==> config.mk <==
export PLATFORM = sky130hd
export DESIGN_NAME = fir_output_requant
export DESIGN_NICKNAME = d
export VERILOG_FILES = /design/src/rtl/fir_output_requant.sv
export SDC_FILE = /design/constraint.sdc
export NUM_CORES = 1
export LEC_CHECK = 0
export ABC_CLOCK_PERIOD_IN_PS = 3800
export CAP_MARGIN = 20
export CORE_ASPECT_RATIO = 0.7
export CORE_MARGIN = 8
export CORE_UTILIZATION = 50
export DETAILED_ROUTE_END_ITERATION = 12
export PLACE_DENSITY = 0.86
export SLEW_MARGIN = 30
export SYNTH_ARGS = -nofsm -noshare
export SYNTH_HDL_FRONTEND = slang
export SYNTH_SLANG_ARGS = --single-unit
==> constraint.sdc <==
create_clock -name clk -period 3.8 [get_ports clk]
set_input_delay 0.38 -clock clk [delete_from_list [all_inputs] [get_ports clk]]
set_output_delay 0.38 -clock clk [all_outputs]
set_load 0.03 [all_outputs]
==> src/rtl/fir_output_requant.sv <==
// fir_output_requant
// Output stage for the pipelined FIR filter. The datapath is:
//   1. Add half an LSB for round-half-up, in ACC_WIDTH+1 bits so the sum cannot wrap.
//   2. Shift right arithmetically, then clip to signed OUT_WIDTH.
//   3. Write into a show-ahead FIFO with a valid/ready read port.
// The FIR cannot be stalled, so a sample that finds the FIFO full is dropped
// and counted. Samples that are clipped and written are also counted.
// Ports:
//   clk, rst        clock (rising edge) and asynchronous active-high reset
//   data_in         signed accumulator from the FIR, qualified by data_in_valid
//   data_out        signed requantized sample at the FIFO head (0 when empty)
//   data_out_valid  FIFO non-empty
//   data_out_ready  consumer pops the head when data_out_valid && data_out_ready
//   fifo_level      FIFO occupancy, 0..FIFO_DEPTH
//   sat_count       saturating count of clipped samples that were written
//   drop_count      saturating count of samples lost to a full FIFO
//   overflow_sticky set on the first drop, held until clear_stats
//   clear_stats     synchronous clear of sat_count, drop_count, overflow_sticky
module fir_output_requant #(
    parameter int ACC_WIDTH  = 40,
    parameter int OUT_WIDTH  = 16,
    parameter int SHIFT      = 15,
    parameter int FIFO_DEPTH = 8,
    parameter int CNT_WIDTH  = 16
) (
    input  logic                          clk,
    input  logic                          rst,
    input  logic [ACC_WIDTH-1:0]          data_in,
    input  logic                          data_in_valid,
    output logic [OUT_WIDTH-1:0]          data_out,
    output logic                          data_out_valid,
    input  logic                          data_out_ready,
    output logic [$clog2(FIFO_DEPTH):0]   fifo_level,
    output logic [CNT_WIDTH-1:0]          sat_count,
    output logic [CNT_WIDTH-1:0]          drop_count,
    output logic                          overflow_sticky,
    input  logic                          clear_stats
);

    localparam int AW      = $clog2(FIFO_DEPTH);
    localparam int RND_POS = (SHIFT > 0) ? SHIFT - 1 : 0;

    localparam logic signed [ACC_WIDTH:0] ONE   = {{ACC_WIDTH{1'b0}}, 1'b1};
    localparam logic signed [ACC_WIDTH:0] RND   = (SHIFT > 0) ? (ONE <<< RND_POS) : '0;
    localparam logic signed [ACC_WIDTH:0] MAX_V = (ONE <<< (OUT_WIDTH - 1)) - ONE;
    localparam logic signed [ACC_WIDTH:0] MIN_V = -(ONE <<< (OUT_WIDTH - 1));

    // Stage 1: rounding offset added
    logic                        s1_valid_q, s1_valid_d;
    logic signed [ACC_WIDTH:0]   s1_r_q, s1_r_d;
    // Stage 2: shifted and clipped sample
    logic                        s2_valid_q, s2_valid_d;
    logic [OUT_WIDTH-1:0]        s2_data_q, s2_data_d;
    logic                        s2_sat_q, s2_sat_d;
    // FIFO
    logic [OUT_WIDTH-1:0]        mem_q [FIFO_DEPTH];
    logic [AW:0]                 wr_ptr_q, wr_ptr_d;
    logic [AW:0]                 rd_ptr_q, rd_ptr_d;
    // Statistics
    logic [CNT_WIDTH-1:0]        sat_cnt_q, sat_cnt_d;
    logic [CNT_WIDTH-1:0]        drop_cnt_q, drop_cnt_d;
    logic                        ovf_q, ovf_d;

    logic signed [ACC_WIDTH:0]   q_s;
    logic [AW:0]                 level;
    logic                        fifo_empty, fifo_full, pop, wr_en, drop;

    always_comb begin
        s1_valid_d = data_in_valid;
        s1_r_d     = $signed({data_in[ACC_WIDTH-1], data_in}) + RND;

        q_s        = s1_r_q >>> SHIFT;
        s2_valid_d = s1_valid_q;
        s2_sat_d   = 1'b0;
        s2_data_d  = q_s[OUT_WIDTH-1:0];
        if (q_s > MAX_V) begin
            s2_data_d = MAX_V[OUT_WIDTH-1:0];
            s2_sat_d  = 1'b1;
        end else if (q_s < MIN_V) begin
            s2_data_d = MIN_V[OUT_WIDTH-1:0];
            s2_sat_d  = 1'b1;
        end
    end

    always_comb begin
        level      = wr_ptr_q - rd_ptr_q;
        fifo_empty = (level == '0);
        fifo_full  = (level == (AW + 1)'(FIFO_DEPTH));
        pop        = !fifo_empty && data_out_ready;
        // A full FIFO still accepts the write when the head leaves on the same edge
        wr_en      = s2_valid_q && (!fifo_full || pop);
        drop       = s2_valid_q && fifo_full && !pop;

        wr_ptr_d   = wr_en ? wr_ptr_q + (AW + 1)'(1) : wr_ptr_q;
        rd_ptr_d   = pop   ? rd_ptr_q + (AW + 1)'(1) : rd_ptr_q;

        sat_cnt_d  = sat_cnt_q;
        drop_cnt_d = drop_cnt_q;
        ovf_d      = ovf_q;
        if (clear_stats) begin
            sat_cnt_d  = '0;
            drop_cnt_d = '0;
            ovf_d      = 1'b0;
        end else begin
            if (wr_en && s2_sat_q && (sat_cnt_q != '1))
                sat_cnt_d = sat_cnt_q + CNT_WIDTH'(1);
            if (drop && (drop_cnt_q != '1))
                drop_cnt_d = drop_cnt_q + CNT_WIDTH'(1);
            if (drop)
                ovf_d = 1'b1;
        end
    end

    always_ff @(posedge clk or posedge rst) begin
        if (rst) begin
            s1_valid_q <= 1'b0;
            s1_r_q     <= '0;
            s2_valid_q <= 1'b0;
            s2_data_q  <= '0;
            s2_sat_q   <= 1'b0;
            wr_ptr_q   <= '0;
            rd_ptr_q   <= '0;
            sat_cnt_q  <= '0;
            drop_cnt_q <= '0;
            ovf_q      <= 1'b0;
        end else begin
            s1_valid_q <= s1_valid_d;
            s1_r_q     <= s1_r_d;
            s2_valid_q <= s2_valid_d;
            s2_data_q  <= s2_data_d;
            s2_sat_q   <= s2_sat_d;
            wr_ptr_q   <= wr_ptr_d;
            rd_ptr_q   <= rd_ptr_d;
            sat_cnt_q  <= sat_cnt_d;
            drop_cnt_q <= drop_cnt_d;
            ovf_q      <= ovf_d;
        end
    end

    // Storage needs no reset: an entry is only visible once the pointers cover it
    always_ff @(posedge clk) begin
        if (wr_en)
            mem_q[wr_ptr_q[AW-1:0]] <= s2_data_q;
    end

    always_comb begin
        data_out_valid  = !fifo_empty;
        data_out        = fifo_empty ? '0 : mem_q[rd_ptr_q[AW-1:0]];
        fifo_level      = level;
        sat_count       = sat_cnt_q;
        drop_count      = drop_cnt_q;
        overflow_sticky = ovf_q;
    end

endmodule
==> parameters.txt <==
Parameter                              Value

Worst setup path
  WS Path Type    reg -> out
  Worst-path cell chain    inv_1 > ha_1 > fa_1 > xnor2_2 > nor2_1 > o21a_2 > a21oi_1 > clkdlybuf4s50_1
  Required time at the worst-slack endpoint    3420 ps
  Bufs and invs on worst path    2
  Arrival time of data at the critical path endpoint    3270 ps
  Worst Reg-to-Reg Cells    9
  Worst R2R Setup Slack    470 ps
  Critical R2R Capture    drop_count[4]$_DFFE_PP0P_
  Critical path launch point type    flip-flop
  Peak fanout along the critical path    9
  Cell family with the largest share of critical-path delay    buffers and inverters
  Launch instance of the worst register-to-register path    wr_ptr_q[0]$_DFFE_PP0P_
  Biggest cell delay along the critical path    710 ps
  Critical Path Start    wr_ptr_q[0]$_DFFE_PP0P_
  Kind of end point of the critical path    primary output
  Library cell contributing the largest single delay on the critical path    clkdlybuf4s50_1

Clock network
  Cell at the root of the clock tree    clkbuf_16
  TritonCTS clock tree    yes
  Hold buffer count at cts    0
  Clk pin slew, worst setup/hold paths    60 ps
  Maximum clock path buffer count    3
  CTS Buf Count    21
  Setup Fix Bufs, Post-CTS    0
  Clk Latency, worst-skew pair    490 ps
  Clock sink count    214
  CTS H-Tree Depth    1

Placement
  Count of buffers from port buffering    84
  HPWL reported at the end of detailed placement    12700 um
  Worst slack after detailed placement    497 ps
  GP Congestion    0.825
  Instance area at placement    0.0103 mm2

Global routing
  Via count of the first global-routing pass    5547
  Pin count of the biggest net entering global routing    47
  Number of antenna violations at the first check in global routing    0
  Overflow left after global routing    0
  First-pass GRT wire length    30100 um
  Global-route usage over all layers    0.168

Synth
  Post-synthesis cell type count    46
  Number of synthesized register bits    214
  Post-synth top area share    0.427
  Post-synth design cell area    0.00900 mm2
  Largest area contributor in the netlist    edfxtp_1
  Yosys warnings    0
  Area contributors post-synth    edfxtp_1 43%, dfrtp_1 24%, mux4_2 8.0%
  Net count of the mapped netlist    681
  Post-Synthesis Cells    627
  Post-synthesis area per instance    14.4 um2
  Flip-flop cell with the highest count after synthesis    edfxtp_1
  Share of flip-flops with an asynchronous set or reset after synthesis    0.402
  EDFF count, synth    128
  Proportion of synthesized chip area in sequential cells    0.666

Die
  Die W    176 um
  Number of core rows    41
  Top-level I/O count    99
  Initial standard-cell utilization of the core    0.504
  Area of the placeable core    0.0179 mm2
  Die Outline Area    0.0226 mm2
  Die boundary height    128 um

Finish
  Area Growth Syn to Fin    20.8%
  Diodes inserted    0
  Layout net count    779
  Share of post-route cells with drive strength above 1    0.163
  Final Instance Area    0.0109 mm2

STA
  Transition time at the pin with the least slew margin    892 ps
  Clock skew    10.3 ps
  Share of the clock period used by the worst path    0.960
  Fin worst setup slack    151 ps
  Endpoints failing setup    0
  Slew Limit Headroom    0.404
  Max Transition Viols Final    0
  Final count of hold timing violations    0
  Final critical path time including I/O delays and setup    3650 ps
  Setup repair after global routing missed its margin    false
  Setup TNS    0 ps
  Highest clock frequency the design can meet    274 MHz

Drt
  WL per Instance    19.3 um
  Drc violations    0
  Via density    5.75
  TritonRoute pass-1 iters    4
  Via Count    5586
  Antenna viol nets, final    0
  DRC marker count from the first detailed-route iteration    421
  Final wirelength    18800 um

Worst hold path
  Hold/Removal Path Class    in -> reg
  Min-Delay Path Depth    1
  Launch point of the worst hold path    data_in_valid
  Hold Crit Endpoint    s1_valid_q$_DFF_PP0_

Power
  Cell leakage power    0.00388 uW
  Total power    7740 uW
  Pwr dens    712 mW/mm2
  Peak supply drop    0.376 mV

Run status
  Run status    completed

Job
  Maximum capacitance violations    0
[layer usage]
layer / global-route usage / wire length [um] / vias up
li1: - / - / 2584
met1: 0.240 / 8620 / 2761
met2: 0.262 / 8490 / 214
met3: 0.0303 / 1400 / 27
met4: 0.0434 / 296 / 0
met5: 0 / 0 / -
[state kept, by name, summed over array words and instances, names as in the netlist, 4 cells and up]
name and cells:
mem_q 128, s1_r_q 26, drop_count 16, s2_data_q 16, sat_count 16, rd_ptr_q 4, wr_ptr_q 4
[what timing repair did]
item                       CTS  global route
hold endpoints to repair     0             0
resized for setup            1             2
setup endpoints to repair    1             6
[layout make-up]
class | count | area (um2)
clock buffer | 29 | 576
sequential | 214 | 6000
inverter | 18 | 68.8
multi-input combinational | 363 | 2930
fill | 1367 | 6980
tap | 236 | 295
timing repair buffer | 107 | 985
clock inverter | 5 | 22.5
[how the worst max path moves through the flow]
stage | cells past startpoint | end | slack, ps
floorplan | 12 | mem_q[4][0]$_DFFE_PP_ | -70
detailed placement | 9 | drop_count[11]$_DFFE_PP0P_ | 500
global route | 8 | data_out[12] | 30
global placement | 8 | mem_q[0][3]$_DFFE_PP_ | 500
finish | 8 | data_out[13] | 150
CTS | 6 | data_out_valid | 60
[report_power, final]
part           leakage, uW  internal [uW]  switching, uW
registers          0.00226           2800            169
clock network     0.000295           1050            804
logic              0.00133           1170           1760
[cells in the mapped netlist (3+ instances only)]
library cell,instances
nor3_1,7
mux4_2,32
a21oi_1,42
nand2_1,53
nor4_1,10
nor2_1,24
xor2_1,8
clkbuf_1,23
mux2_2,7
and3_1,11
buf_2,6
dfrtp_1,86
nand3_1,26
o21a_1,17
or4_1,14
ha_1,8
inv_1,17
o41ai_1,4
edfxtp_1,128
nor2b_1,5
o31ai_1,18
nand4_1,17
or3_1,6
o21ai_0,6
and4_1,3
xnor2_1,24
[cell usage in the layout (no fill, tap or decap), types with 6 or more instances in the layout]
master           Yosys  layout
nand2_1             53      53
o31ai_1             18      15
nor4_1              10       6
nor2_1              24      24
mux4_2              32      32
or3_1                6       6
dfrtp_1             86      84
clkdlybuf4s50_1      0      72
inv_1               17      16
or4_1               14      14
o21a_1              17      16
buf_4                0      33
o21ai_0              6       6
xnor2_1             24      23
mux2_2               7       7
clkbuf_1            23       6
clkbuf_16            0      21
nand4_1             17      17
nand3_1             26      26
xor2_1               8       8
ha_1                 8       8
edfxtp_1           128     128
and3_1              11      11
a21oi_1             42      41
[cells by family after synthesis]
family / Yosys count / share of synthesized area
adder cells (fa/ha/maj): 9 / 0.0133
multiplexers: 41 / 0.0912
XOR/XNOR: 32 / 0.0311
AND/OR/NAND/NOR: 186 / 0.109
flip-flops: 214 / 0.666
AO/OA/AOI/OAI: 95 / 0.0669
buffers and inverters: 50 / 0.0227
[metrics by stage]
stage | hold slack [ps] | util | cells
global route | 343 | 0.609 | 972
finish | 330 | 0.609 | 972
global placement | 334 | 0.573 | 934
floorplan | 331 | - | 627
CTS | 316 | 0.608 | 972
detailed placement | 337 | 0.574 | 938
Note: power is estimated with default switching activity, not from simulation.
